**src/rtl/pc_unit.sv**
```systemverilog
// Program counter unit: sequential, branch, JAL, JALR and trap-return sequencing with misaligned-target trap.
// Optional macro RVC_EN enables 16-bit compressed increments and halfword-aligned targets.
module pc_unit #(
    parameter int               dataW      = 32,
    parameter logic [dataW-1:0] RESET_ADDR = '0,
    parameter logic [dataW-1:0] TRAP_ADDR  = dataW'(32'h100)
) (
    input  logic             clock,
    input  logic             reset,
    input  logic             Stall,
    input  logic             EQ,
    input  logic             NE,
    input  logic             LT,
    input  logic             LTU,
    input  logic             GE,
    input  logic             GEU,
    input  logic             BranchControl,
    input  logic [2:0]       PCBranchType,
    input  logic             JumpControl,
    input  logic             JumpReg,
    input  logic [dataW-1:0] JumpBase,
    input  logic [dataW-1:0] BranchOffset,
    input  logic             TrapReturn,
    input  logic             Compressed,
    output logic [dataW-1:0] ProgAddr,
    output logic [dataW-1:0] LinkAddr,
    output logic             MisalignTrap,
    output logic [dataW-1:0] EPC,
    output logic [dataW-1:0] BadAddr
);

    localparam logic [0:0] RUN  = 1'b0;
    localparam logic [0:0] TRAP = 1'b1;

    logic [0:0]       state;
    logic [dataW-1:0] incr;
    logic [dataW-1:0] relTarget;
    logic [dataW-1:0] jalrSum;
    logic [dataW-1:0] jalrTarget;
    logic [dataW-1:0] redirTarget;
    logic             redirect;
    logic             branchTaken;
    logic             misaligned;

`ifdef RVC_EN
    assign incr = Compressed ? dataW'(2) : dataW'(4);
`else
    logic unusedCompressed;
    assign unusedCompressed = Compressed;
    assign incr = dataW'(4);
`endif

    assign relTarget  = ProgAddr + BranchOffset;
    assign jalrSum    = JumpBase + BranchOffset;
    assign jalrTarget = {jalrSum[dataW-1:1], 1'b0};
    assign LinkAddr   = ProgAddr + incr;

    always_comb begin
        branchTaken = 1'b0;
        case (PCBranchType)
            3'd0:    branchTaken = EQ;
            3'd1:    branchTaken = NE;
            3'd2:    branchTaken = LT;
            3'd3:    branchTaken = LTU;
            3'd4:    branchTaken = GE;
            3'd5:    branchTaken = GEU;
            default: branchTaken = 1'b0;
        endcase
        branchTaken = branchTaken & BranchControl;
    end

    // Only the highest-priority redirect supplies the target
    always_comb begin
        redirect    = 1'b1;
        redirTarget = relTarget;
        if (JumpReg) begin
            redirTarget = jalrTarget;
        end else if (JumpControl || branchTaken) begin
            redirTarget = relTarget;
        end else begin
            redirect = 1'b0;
        end
    end

`ifdef RVC_EN
    assign misaligned = redirTarget[0];
`else
    assign misaligned = |redirTarget[1:0];
`endif

    always_ff @(posedge clock) begin
        if (!reset) begin
            ProgAddr     <= RESET_ADDR;
            EPC          <= '0;
            BadAddr      <= '0;
            MisalignTrap <= 1'b0;
            state        <= RUN;
        end else begin
            case (state)
                RUN: begin
                    MisalignTrap <= 1'b0;
                    if (TrapReturn) begin
                        ProgAddr <= EPC + incr;
                    end else if (Stall) begin
                        ProgAddr <= ProgAddr;
                    end else if (redirect && misaligned) begin
                        ProgAddr     <= TRAP_ADDR;
                        EPC          <= ProgAddr;
                        BadAddr      <= redirTarget;
                        MisalignTrap <= 1'b1;
                        state        <= TRAP;
                    end else if (redirect) begin
                        ProgAddr <= redirTarget;
                    end else begin
                        ProgAddr <= ProgAddr + incr;
                    end
                end
                // Trap handler entry is held for exactly one cycle, ignoring all requests
                TRAP: begin
                    MisalignTrap <= 1'b0;
                    state        <= RUN;
                end
                default: begin
                    MisalignTrap <= 1'b0;
                    state        <= RUN;
                end
            endcase
        end
    end

endmodule

```
**config.mk**
```make
export PLATFORM = sky130hd
export DESIGN_NAME = pc_unit
export DESIGN_NICKNAME = d
export VERILOG_FILES = /design/src/rtl/pc_unit.sv
export SDC_FILE = /design/constraint.sdc
export NUM_CORES = 1
export LEC_CHECK = 0
export ABC_AREA = 1
export BUFFER_PORTS_ARGS = -buffer_cell sky130_fd_sc_hd__buf_2
export CAP_MARGIN = 20
export CORE_MARGIN = 4
export CORE_UTILIZATION = 29
export DETAILED_ROUTE_END_ITERATION = 16
export PLACE_DENSITY = 0.54
export SLEW_MARGIN = 20
export SYNTH_ARGS = -nofsm -noshare
export SYNTH_HDL_FRONTEND = slang
export SYNTH_SLANG_ARGS = --single-unit
export TNS_END_PERCENT = 5
```
**constraint.sdc**
```tcl
create_clock -name clock -period 3.01 [get_ports clock]
set_input_delay 0.602 -clock clock [delete_from_list [all_inputs] [get_ports clock]]
set_output_delay 0.602 -clock clock [all_outputs]
set_load 0.03 [all_outputs]
```
Word level (Yosys, flattened, before mapping)
Index checks and enable logic that the tools add are counted.

Flip-flop bits (word level): 97. Input bits: 81. Output and inout bits: 129. Logic and storage cells: 36.

$add $sub $neg: 4. Eq/ne operators: 6. Mux-type cells: 12. Bitwise logic cells: 4. Reductions and logical operators: 6.

Operators with widths (count): 32-bit 2-to-1 mux (5); 32-bit by 3-bit adder with 32-bit output, second input constant (2); 32-bit adder (2); 3-bit by 2-bit == test with 1-bit output, second input constant (2); 3-bit == test, second input constant (2); 1-bit one-hot mux with 6 select lines (1); 1-bit 2-to-1 mux (5); 4-bit AND reduction (1); 3-bit by 1-bit == test with 1-bit output, second input constant (1); 3-bit logical NOT (1); 1-bit NOT (3); 2-bit by 1-bit != test with 1-bit output, second input constant (1); 1-bit one-hot mux with 2 select lines (1); 2-bit AND reduction (1); 2-bit OR reduction (1); 1-bit bitwise AND (1); 1-bit logical AND (1); 1-bit logical OR (1).

Logic depth before layout (Yosys ltp)
Gate-level depths: netlist of run 1.

Depth in word-level cells: 11. Mapped depth: 17. Mapped depth without buffers: 17.

Worst setup path before layout of run 1
No wires, ideal clock.

Path kind: register -> output. Start point: register ProgAddr[2]. End point: output port LinkAddr[30]. Data arrival time: 1.855 ns. Data required time: 2.408 ns. Slack: 0.553 ns. Stages on the path, launching flop included: 6. Buffers on the path: 0. Path through: dfxtp_1 -> ha_1 -> nand3_1 -> inv_1 -> nand4_1 -> xnor2_1.

Word-level cells in the longest chain between the ends: 1.

RTL lines: start, declared (RTL line 25) `output logic [dataW-1:0] ProgAddr,`; start signal, assigned (RTL line 103) `ProgAddr <= EPC + incr;`; start signal, assigned (RTL line 105) `ProgAddr <= ProgAddr;`; start signal, assigned (RTL line 113) `ProgAddr <= redirTarget;`; 32-bit by 3-bit adder with 32-bit output (RTL line 56) `assign LinkAddr = ProgAddr + incr;`; end, declared (RTL line 26) `output logic [dataW-1:0] LinkAddr,`.

Every way passes these cells.

Worst setup path after layout of run 1
Start point: register ProgAddr[14]. End point: output port LinkAddr[24].

Same word-level chain as after synthesis.

==> flow_summary_export.csv, run 1 <==
group,metric,value,unit
floorplan,core_area,0.03591,mm2
pwr,power.density,393.1,mW/mm2
run_status,status,"completed",
cells_and_area,nFillCells,4106,
logic_synthesis,synth.distinct_cells,48,
cells_and_area,nets,2284,
floorplan,initial_core_util,29.62,%
clocking,cts_made_buffers,9,
drt,dr.pass1.iters,5,
timing,setup_violations,0,
logic_synthesis,synthFlopType,"dfxtp_1",
timing,tightest_slew,770.1,ps
floorplan,num_rows,69,
timing,rsz0062_at_grt,"yes",
clocking,hold_buffers,0,
clocking,htree_levels,3,
logic_synthesis,ys_warn_count,0,
drt,num_vias,12470,
drt,drt-initial-drc-count,993,
placement,port_buffers,208,
cells_and_area,area_growth,17.93,%
logic_synthesis,synthCells,1935,
critical_path,critPathMaxFanout,7,
placement,gp_congestion,0.9464,
floorplan,fp.dieW,199.5,um
logic_synthesis,syn-num-nets,2081,
grt,grt_pass1_wl,66520,um
placement,hpwlAfterDp,36920,um
cells_and_area,regArea,0.001953,mm2
critical_path,arrival,2350,ps
drt,drtAntennaViolNets,0,
floorplan,die_y,199.5,um
drt,drcViolationCount,0,
logic_synthesis,synth_edf_count,0,
logic_synthesis,synth_area,0.01064,mm2
job,drv_cap,0,
critical_path,rrSetupSlack,410,ps
cells_and_area,n_antenna_cell,0,
drt,routedWlPerCell,16.96,um
logic_synthesis,syn_area_per_cell,5.498,um2
grt,antenna_found_initial,0,
clocking,clk_pin_slew,70,ps
clocking,cts_tree,"yes",
grt,grtUsageTotal,21.37,%
timing,whs,494.5,ps
critical_path,worst_ep_required_time,2410,ps
grt,gr-total-overflow,0,
min_path,hold_path.class,"reg -> reg",
logic_synthesis,yosysSeqAreaShare,18.25,%
timing,skew,11.89,ps
drt,via_per_inst,4.791,
critical_path,path_class,"reg -> out",
critical_path,cp-end-kind,"output port",
clocking,clock-sinks,97,
grt,grt_pass1_vias,11390,
drt,wl,44140,um
timing,period_needed,2948,ps
timing,post-route-period-util,97.94,%
critical_path,start_kind,"register",
floorplan,ios,210,
logic_synthesis,async_reset_ff_share,0,%
clocking,clkLatencyLatePin,360,ps
grt,grt_max_degree,56,
timing,hold_viol_final,0,
cells_and_area,layout-drive-gt1-share,14.29,%
timing,drv_slew,0,
cells_and_area,multiInputGateArea,0.007183,mm2
pwr,ir_drop,0.2609,mV
pwr,leakage,7.011,nW
clocking,cts_root_buf,"clkbuf_16",
timing,relSlewSlack,48.66,%
timing,tns,0,ps
floorplan,fp.dieArea,0.03981,mm2
timing,fmax,339.2,MHz
logic_synthesis,yosys_register_bits,97,
clocking,clk_path_buf_depth,2,
-- cell usage after synthesis (2+ instances only) --
master | count | area share, %
nand2_1 | 634 | 22
inv_1 | 322 | 11
nor2_1 | 197 | 7.0
a21oi_1 | 156 | 7.3
o21ai_0 | 130 | 6.1
nand3_1 | 111 | 5.2
dfxtp_1 | 97 | 18
ha_1 | 63 | 7.4
nor3_1 | 25 | 1.2
xor2_1 | 25 | 2.1
nand4_1 | 20 | 1.2
clkbuf_1 | 19 | 0.67
xnor2_1 | 16 | 1.3
buf_2 | 13 | 0.61
or2_2 | 12 | 0.71
a31oi_1 | 8 | 0.47
o21ai_1 | 7 | 0.33
buf_4 | 6 | 0.42
inv_2 | 5 | 0.18
a21oi_2 | 4 | 0.33
clkbuf_2 | 4 | 0.19
clkbuf_8 | 4 | 0.52
nand2_2 | 4 | 0.24
nand3b_1 | 4 | 0.28
nor4_1 | 4 | 0.24
o21bai_1 | 4 | 0.28
and3_1 | 3 | 0.18
nor2_4 | 3 | 0.32
nor3_2 | 3 | 0.28
o211ai_1 | 3 | 0.21
a21boi_0 | 2 | 0.14
a21o_1 | 2 | 0.14
and2_1 | 2 | 0.12
buf_1 | 2 | 0.071
buf_6 | 2 | 0.21
fa_1 | 2 | 0.38
nor2_2 | 2 | 0.12
nor3_4 | 2 | 0.31
o31ai_1 | 2 | 0.14
or2_0 | 2 | 0.12
xnor2_2 | 2 | 0.31
-- where the power goes --
part | switching, mW | leakage, nW | total (mW) | internal [mW]
Combinational | 1.54 | 6.08 | 2.24 | 0.698
Clock | 0.548 | 0.132 | 1.13 | 0.582
Sequential | 0.167 | 0.798 | 1.56 | 1.39
-- placed cells by master (no fill, tap or decap), types with 3 or more instances in the layout --
cell type / count
nand2_1: 634
inv_1: 322
buf_2: 208
nor2_1: 197
a21oi_1: 156
o21ai_0: 130
nand3_1: 111
dfxtp_1: 88
ha_1: 63
buf_4: 31
nor3_1: 25
xor2_1: 25
nand4_1: 20
xnor2_1: 16
or2_2: 12
dfxtp_2: 9
clkbuf_16: 9
a31oi_1: 8
o21ai_1: 7
inv_2: 5
nand2_2: 4
o21bai_1: 4
nor4_1: 4
nand3b_1: 4
a21oi_2: 4
nor3_2: 3
nor2_4: 3
and3_1: 3
o211ai_1: 3
buf_12: 3
-- cell type report --
cell class,count,area share (%)
flip-flops and latches,97,15.57
well taps,461,4.597
multi-input cells,1461,57.25
clock inverters,4,0.2393
clock buffers,11,1.935
repair buffers,242,10.63
inverters,327,9.783
-- critical path, stage by stage, from the launching register on --
cell,delay [ps]
dfxtp_1,520
nand2_1,140
nor2_1,260
nand2_1,130
nor2_4,200
nand4_1,140
xor2_1,340
inv_1,70
buf_2,180
-- per-layer routing --
| layer | GRT usage [%] | share of wire [%] | vias to the layer above |
|---|---|---|---|
| li1 | - | - | 6507 |
| met1 | 30.06 | 47 | 5555 |
| met2 | 35.82 | 46 | 379 |
| met3 | 2.529 | 6.0 | 29 |
| met4 | 3.447 | 1.5 | 0 |
| met5 | 0 | 0 | - |
-- flip-flops by register name, indices dropped and copies added (netlist names) --
register and flops:
BadAddr 32, EPC 32, ProgAddr 32, state 1
-- final timing paths --
kind	start	endpoint	cells past startpoint
setup / recovery	ProgAddr[14]	LinkAddr[24]	8
hold / removal	EPC[31]	EPC[31]	2
setup reg to reg	ProgAddr[0]	ProgAddr[14]	12
hold reg to reg	EPC[31]	EPC[31]	2
-- what timing repair did --
action | in CTS | in global routing
pin swaps | 0 | 0
gates resized for setup | 1 | 8
endpoints found under the setup margin | 1 | 8
buffers inserted | 0 | 0
hold endpoints to repair | 0 | 0
-- stage by stage --
step	cells	power, mW	setup WS, ps	util (%)	area (um2)
global route	2603	5.272	-9.266	34.94	12550
finish	2603	4.932	61.96	34.94	12550
CTS	2603	4.949	6.214	34.91	12540
floorplan	1935	3.049	553.3	-	10640
global placement	2588	3.811	167.4	34.15	12260
detailed placement	2588	3.830	105.2	34.15	12260
-- logic make-up (layout without fill, tap and decap cells) --
kind of cell	count (synthesis)	in the layout	share of synthesized area [%]
AO/OA/AOI/OAI	319	319	15.56
XOR/XNOR	44	44	3.834
adder cells (fa/ha/maj)	65	65	7.786
buffers and inverters	377	584	14.23
flip-flops	97	97	18.25
multiplexers	1	1	0.09409
AND/OR/NAND/NOR	1032	1032	40.24
Power figures use the tool's default switching activity.
==> inputs of run 2 (changes only) <==
CORE_UTILIZATION = 55   (was 29)
PLACE_DENSITY = 0.87   (was 0.54)
==> flow_summary_export.csv, run 2 (synthesized netlist as in run 1, its figures left out) <==
group,metric,value,unit
critical_path,critical_path.slowest_cell,"dfxtp_1",
drt,via_per_inst,5.400,
clocking,cts_tree,"yes",
pwr,power.density,404.3,mW/mm2
cells_and_area,layout-drive-gt1-share,13.55,%
clocking,clkLatencyLatePin,350,ps
run_status,failed_checks,"setup timing",
grt,grtUsageTotal,34.94,%
placement,post-place-cells,2377,
placement,hpwlAfterDp,31740,um
grt,grt_pass1_vias,11400,
grt,gr-total-overflow,0,
timing,tightest_slew,927.4,ps
critical_path,worstPathCellList,"ha_1 > nand3_1 > inv_1 > nand4_1 > xnor2_1 > buf_2",
job,drv_cap,0,
grt,antenna_found_initial,0,
floorplan,initial_core_util,56.31,%
critical_path,arrival,2410,ps
floorplan,num_rows,50,
cells_and_area,final_common_cell,"nand2_1",
placement,place_area,0.01191,mm2
drt,drcViolationCount,0,
pwr,leakage,6.958,nW
drt,met2_length,16960,um
pwr,ir_drop,0.3772,mV
cells_and_area,area_growth,14.82,%
drt,routedWlPerCell,16.37,um
clocking,clock-sinks,97,
clocking,cts_root_buf,"clkbuf_16",
critical_path,path_class,"reg -> out",
run_status,status,"finished with violations",
drt,m1WireLength,17500,um
floorplan,core_area,0.01889,mm2
clocking,cts_made_buffers,9,
cells_and_area,stdcell_count,2393,
drt,dr.pass1.iters,6,
drt,routed.top_layer,"met4",
min_path,hold_path.class,"reg -> reg",
placement,port_buffers,208,
timing,setup_violations,1,
timing,fmax,331.5,MHz
cells_and_area,biggestRegsByFlops,"BadAddr (32), EPC (32), ProgAddr (32)",
critical_path,crit_family,"flip-flops",
clocking,clk_path_buf_depth,2,
timing,post-route-period-util,100.2,%
cells_and_area,nets,2274,
critical_path,start_kind,"register",
critical_path,critPathMaxFanout,4,
drt,num_vias,12920,
timing,hold_viol_final,0,
critical_path,cp.buffers_inverters,2,
drt,drt-initial-drc-count,1384,
floorplan,fp.dieArea,0.02163,mm2
critical_path,slowest_delay,510,ps
grt,grt_pass1_wl,61020,um
floorplan,die_y,147.1,um
cells_and_area,n_antenna_cell,0,
grt,grt_max_degree,75,
clocking,clk_pin_slew,70,ps
cells_and_area,fin_area,0.01222,mm2
timing,drv_slew,0,
drt,met3_wirelength,3413,um
timing,period_needed,3016,ps
placement,gp_congestion,0.9530,
cells_and_area,layout_common_cells,"nand2_1 (634), inv_1 (322), buf_2 (208)",
timing,setup_ws,-6.372,ps
critical_path,rrSetupSlack,260,ps
clocking,htree_levels,3,
floorplan,fp.dieW,147.1,um
timing,relSlewSlack,38.17,%
timing,skew,8.873,ps
floorplan,ios,210,
critical_path,worst_ep_required_time,2410,ps
critical_path,cp-end-kind,"output port",
drt,drtAntennaViolNets,0,
drt,wl,39170,um
clocking,cts_setup_buffers,0,
cells_and_area,nFillCells,1951,
run 2: path summary, 6_finish.rpt:
path,endpoint,depth (start not counted),start
min reg2reg,EPC[31],2,EPC[31]
max,LinkAddr[30],6,ProgAddr[2]
max reg2reg,EPC[30],11,ProgAddr[0]
min,EPC[31],2,EPC[31]
run 2: area by class of cell:
class                           count  area [um2]  share of cell area [%]
Clock inverter                      5       65.06                  0.5326
Multi-Input combinational cell   1461        7188                   58.84
Inverter                          327        1227                   10.05
Tap cell                          260       325.3                   2.663
Clock buffer                       11       232.7                   1.905
Sequential cell                    97        1943                   15.91
Timing Repair Buffer              232        1234                   10.10
run 2: repair_timing:
action                                  CTS  global route
hold buffers                              0             0
endpoints found under the setup margin    0             2
hold endpoints to repair                  0             0
gates resized for setup                   0             2
run 2: worst reg2reg max path: stages, from the launching register on:
cell and delay, ps:
dfxtp_1 440, ha_1 290, fa_1 440, nand2_1 70
nand2_1 50, inv_1 60, nand2_1 70, nand2_2 150
nor3_4 70, inv_2 670, o21ai_0 210, a21oi_1 150
run 2: metrics by stage:
stage          hold slack, ps  util, %  worst slack, ps  TNS (ps)  total power, mW
6_report                509.6    64.66           -6.372    -6.372            4.939
5_1_grt                 540.2    64.66           -6.265    -6.265            5.235
4_1_cts                 507.9    64.62            23.83         0            4.903
3_5_place_dp            490.0    63.05            81.55         0            3.723
3_3_place_gp            475.5    63.05            146.5         0            3.691
2_1_floorplan           611.5        -            553.3         0            3.049
run 2: metal layers:
layer | GRT usage [%] | vias up
met4 | 10.07 | 0
met5 | 0 | -
met3 | 4.781 | 79
met1 | 49.66 | 5659
li1 | - | 6487
met2 | 55.39 | 697
run 2: power breakdown:
group | internal (mW) | total, mW | switching [mW] | leakage, nW
combinational | 0.675 | 2.19 | 1.51 | 6.02
sequential | 1.39 | 1.55 | 0.163 | 0.795
clock | 0.654 | 1.20 | 0.542 | 0.138
total | 2.72 | 4.94 | 2.22 | 6.96
==> inputs of run 3 (changes only) <==
CAP_MARGIN = not set   (was 20)
PLACE_DENSITY = 0.88   (was 0.87)
==> flow_summary_export.csv, run 3 (synthesized netlist as in run 1, its figures left out) <==
group,metric,value,unit
run_status,status,"completed",
grt,antenna_found_initial,0,
drt,drtAntennaViolNets,0,
timing,drv_slew,0,
floorplan,num_rows,50,
timing,setup_violations,0,
drt,drcViolationCount,0,
clocking,htree_levels,3,
job,drv_cap,0,
clocking,clk_path_buf_depth,2,
timing,setup_ws,81.20,ps
floorplan,fp.dieW,147.1,um
clocking,cts_root_buf,"clkbuf_16",
min_path,hold_path.class,"reg -> reg",
critical_path,critPathMaxFanout,7,
grt,gr-total-overflow,0,
drt,routedWlPerCell,16.26,um
placement,port_buffers,208,
floorplan,die_y,147.1,um
critical_path,worstPathCellList,"nand2_1 > nor2_2 > nand2_1 > nor2_1 > nand4_1 > xnor2_1 > buf_2",
grt,grt_pass1_vias,11600,
cells_and_area,layout-drive-gt1-share,13.94,%
critical_path,path_class,"reg -> out",
timing,rsz0062_at_grt,"no",
timing,skew,7.879,ps
cells_and_area,area_growth,14.98,%
min_path,hold_depth,2,
critical_path,reg2regPathDepth,15,
floorplan,core_area,0.01889,mm2
floorplan,fp.dieArea,0.02163,mm2
placement,gp_congestion,0.9805,
critical_path,arrival,2330,ps
floorplan,ios,210,
grt,grt_max_degree,75,
timing,fmax,341.4,MHz
cells_and_area,final_common_cell,"nand2_1",
cells_and_area,nets,2279,
grt,grtUsageTotal,34.79,%
placement,place_area,0.01195,mm2
cells_and_area,stdcell_count,2398,
timing,tightest_slew,623.1,ps
critical_path,slowest_delay,570,ps
placement,place_ws,153.2,ps
cells_and_area,finish.utilization,64.75,%
grt,grt_pass1_wl,60700,um
drt,dr.pass1.iters,6,
cells_and_area,n_antenna_cell,0,
timing,relSlewSlack,58.46,%
timing,post-route-period-util,97.30,%
critical_path,crit_top_cell,"nand2_1",
clocking,clkLatencyLatePin,350,ps
pwr,ir_drop,0.3057,mV
placement,hpwlAfterDp,31920,um
drt,wl,38980,um
timing,tns,0,ps
clocking,cts_made_buffers,9,
pwr,leakage,6.965,nW
cells_and_area,fin_area,0.01223,mm2
critical_path,crit_family,"simple AND/OR/NAND/NOR gates",
critical_path,start_kind,"register",
drt,drt-initial-drc-count,1362,
critical_path,critical_path.slowest_cell,"dfxtp_1",
pwr,power.density,396.0,mW/mm2
clocking,clk_pin_slew,70,ps
clocking,cts_setup_buffers,0,
timing,period_needed,2929,ps
drt,num_vias,12860,
clocking,cts_tree,"yes",
critical_path,cp-end-kind,"output port",
critical_path,cp.buffers_inverters,1,
floorplan,initial_core_util,56.31,%
timing,hold_viol_final,0,
drt,via_per_inst,5.361,
critical_path,worst-path-stages,7,
cells_and_area,layout_common_cells,"nand2_1 (634), inv_1 (322), buf_2 (208)",
critical_path,worst_ep_required_time,2410,ps
cells_and_area,biggestRegsByFlops,"BadAddr (32), EPC (32), ProgAddr (32)",
placement,post-place-cells,2382,
clocking,clock-sinks,97,
==> run 3: cell count changes in the layout (fill, tap and decap cells not counted), sizes merged <==
cell	change
buf	+5
bufinv	-1
clkinvlp	+1
==> run 3: cell type report <==
class / count / area, um2
sequential: 97 / 1948
timing repair buffer: 237 / 1271
tap: 260 / 325.3
clock buffer: 11 / 232.7
clock inverter: 5 / 40.04
inverter: 327 / 1227
fill: 1925 / 6660
multi-input combinational: 1461 / 7188
==> run 3: routing by layer <==
metal	share of wire [%]	track usage (%)	vias up
li1	-	-	6496
met4	2.6	9.366	0
met3	9.8	5.645	66
met2	44	55.97	631
met1	44	48.50	5663
met5	0	0	-
==> run 3: final timing paths <==
kind / to / startpoint / slack [ps]
min: EPC[31] / EPC[31] / 510
max reg2reg: ProgAddr[18] / ProgAddr[9] / 460
min reg2reg: EPC[31] / EPC[31] / 510
max: LinkAddr[30] / ProgAddr[20] / 80
==> run 3: power by group <==
part	total (mW)	internal [mW]	switching, mW
Sequential	1.56	1.39	0.170
Combinational	2.18	0.682	1.50
Clock	1.10	0.567	0.532
Total	4.84	2.64	2.20
==> run 3: stage by stage <==
step,power (mW),hold slack [ps]
finish,4.844,506.6
CTS,4.802,503.8
floorplan,3.049,611.5
global route,5.157,528.2
global placement,3.692,473.5
detailed placement,3.726,490.6
==> run 3: tightest hold or removal path: stages (launching register included) <==
cell and delay (ps):
dfxtp_1 310, inv_1 80, a21oi_1 70
==> run 3: what timing repair did <==
| item | in CTS | in global routing |
|---|---|---|
| resized for setup | 0 | 6 |
| endpoints found under the setup margin | 0 | 7 |
| hold buffers | 0 | 0 |
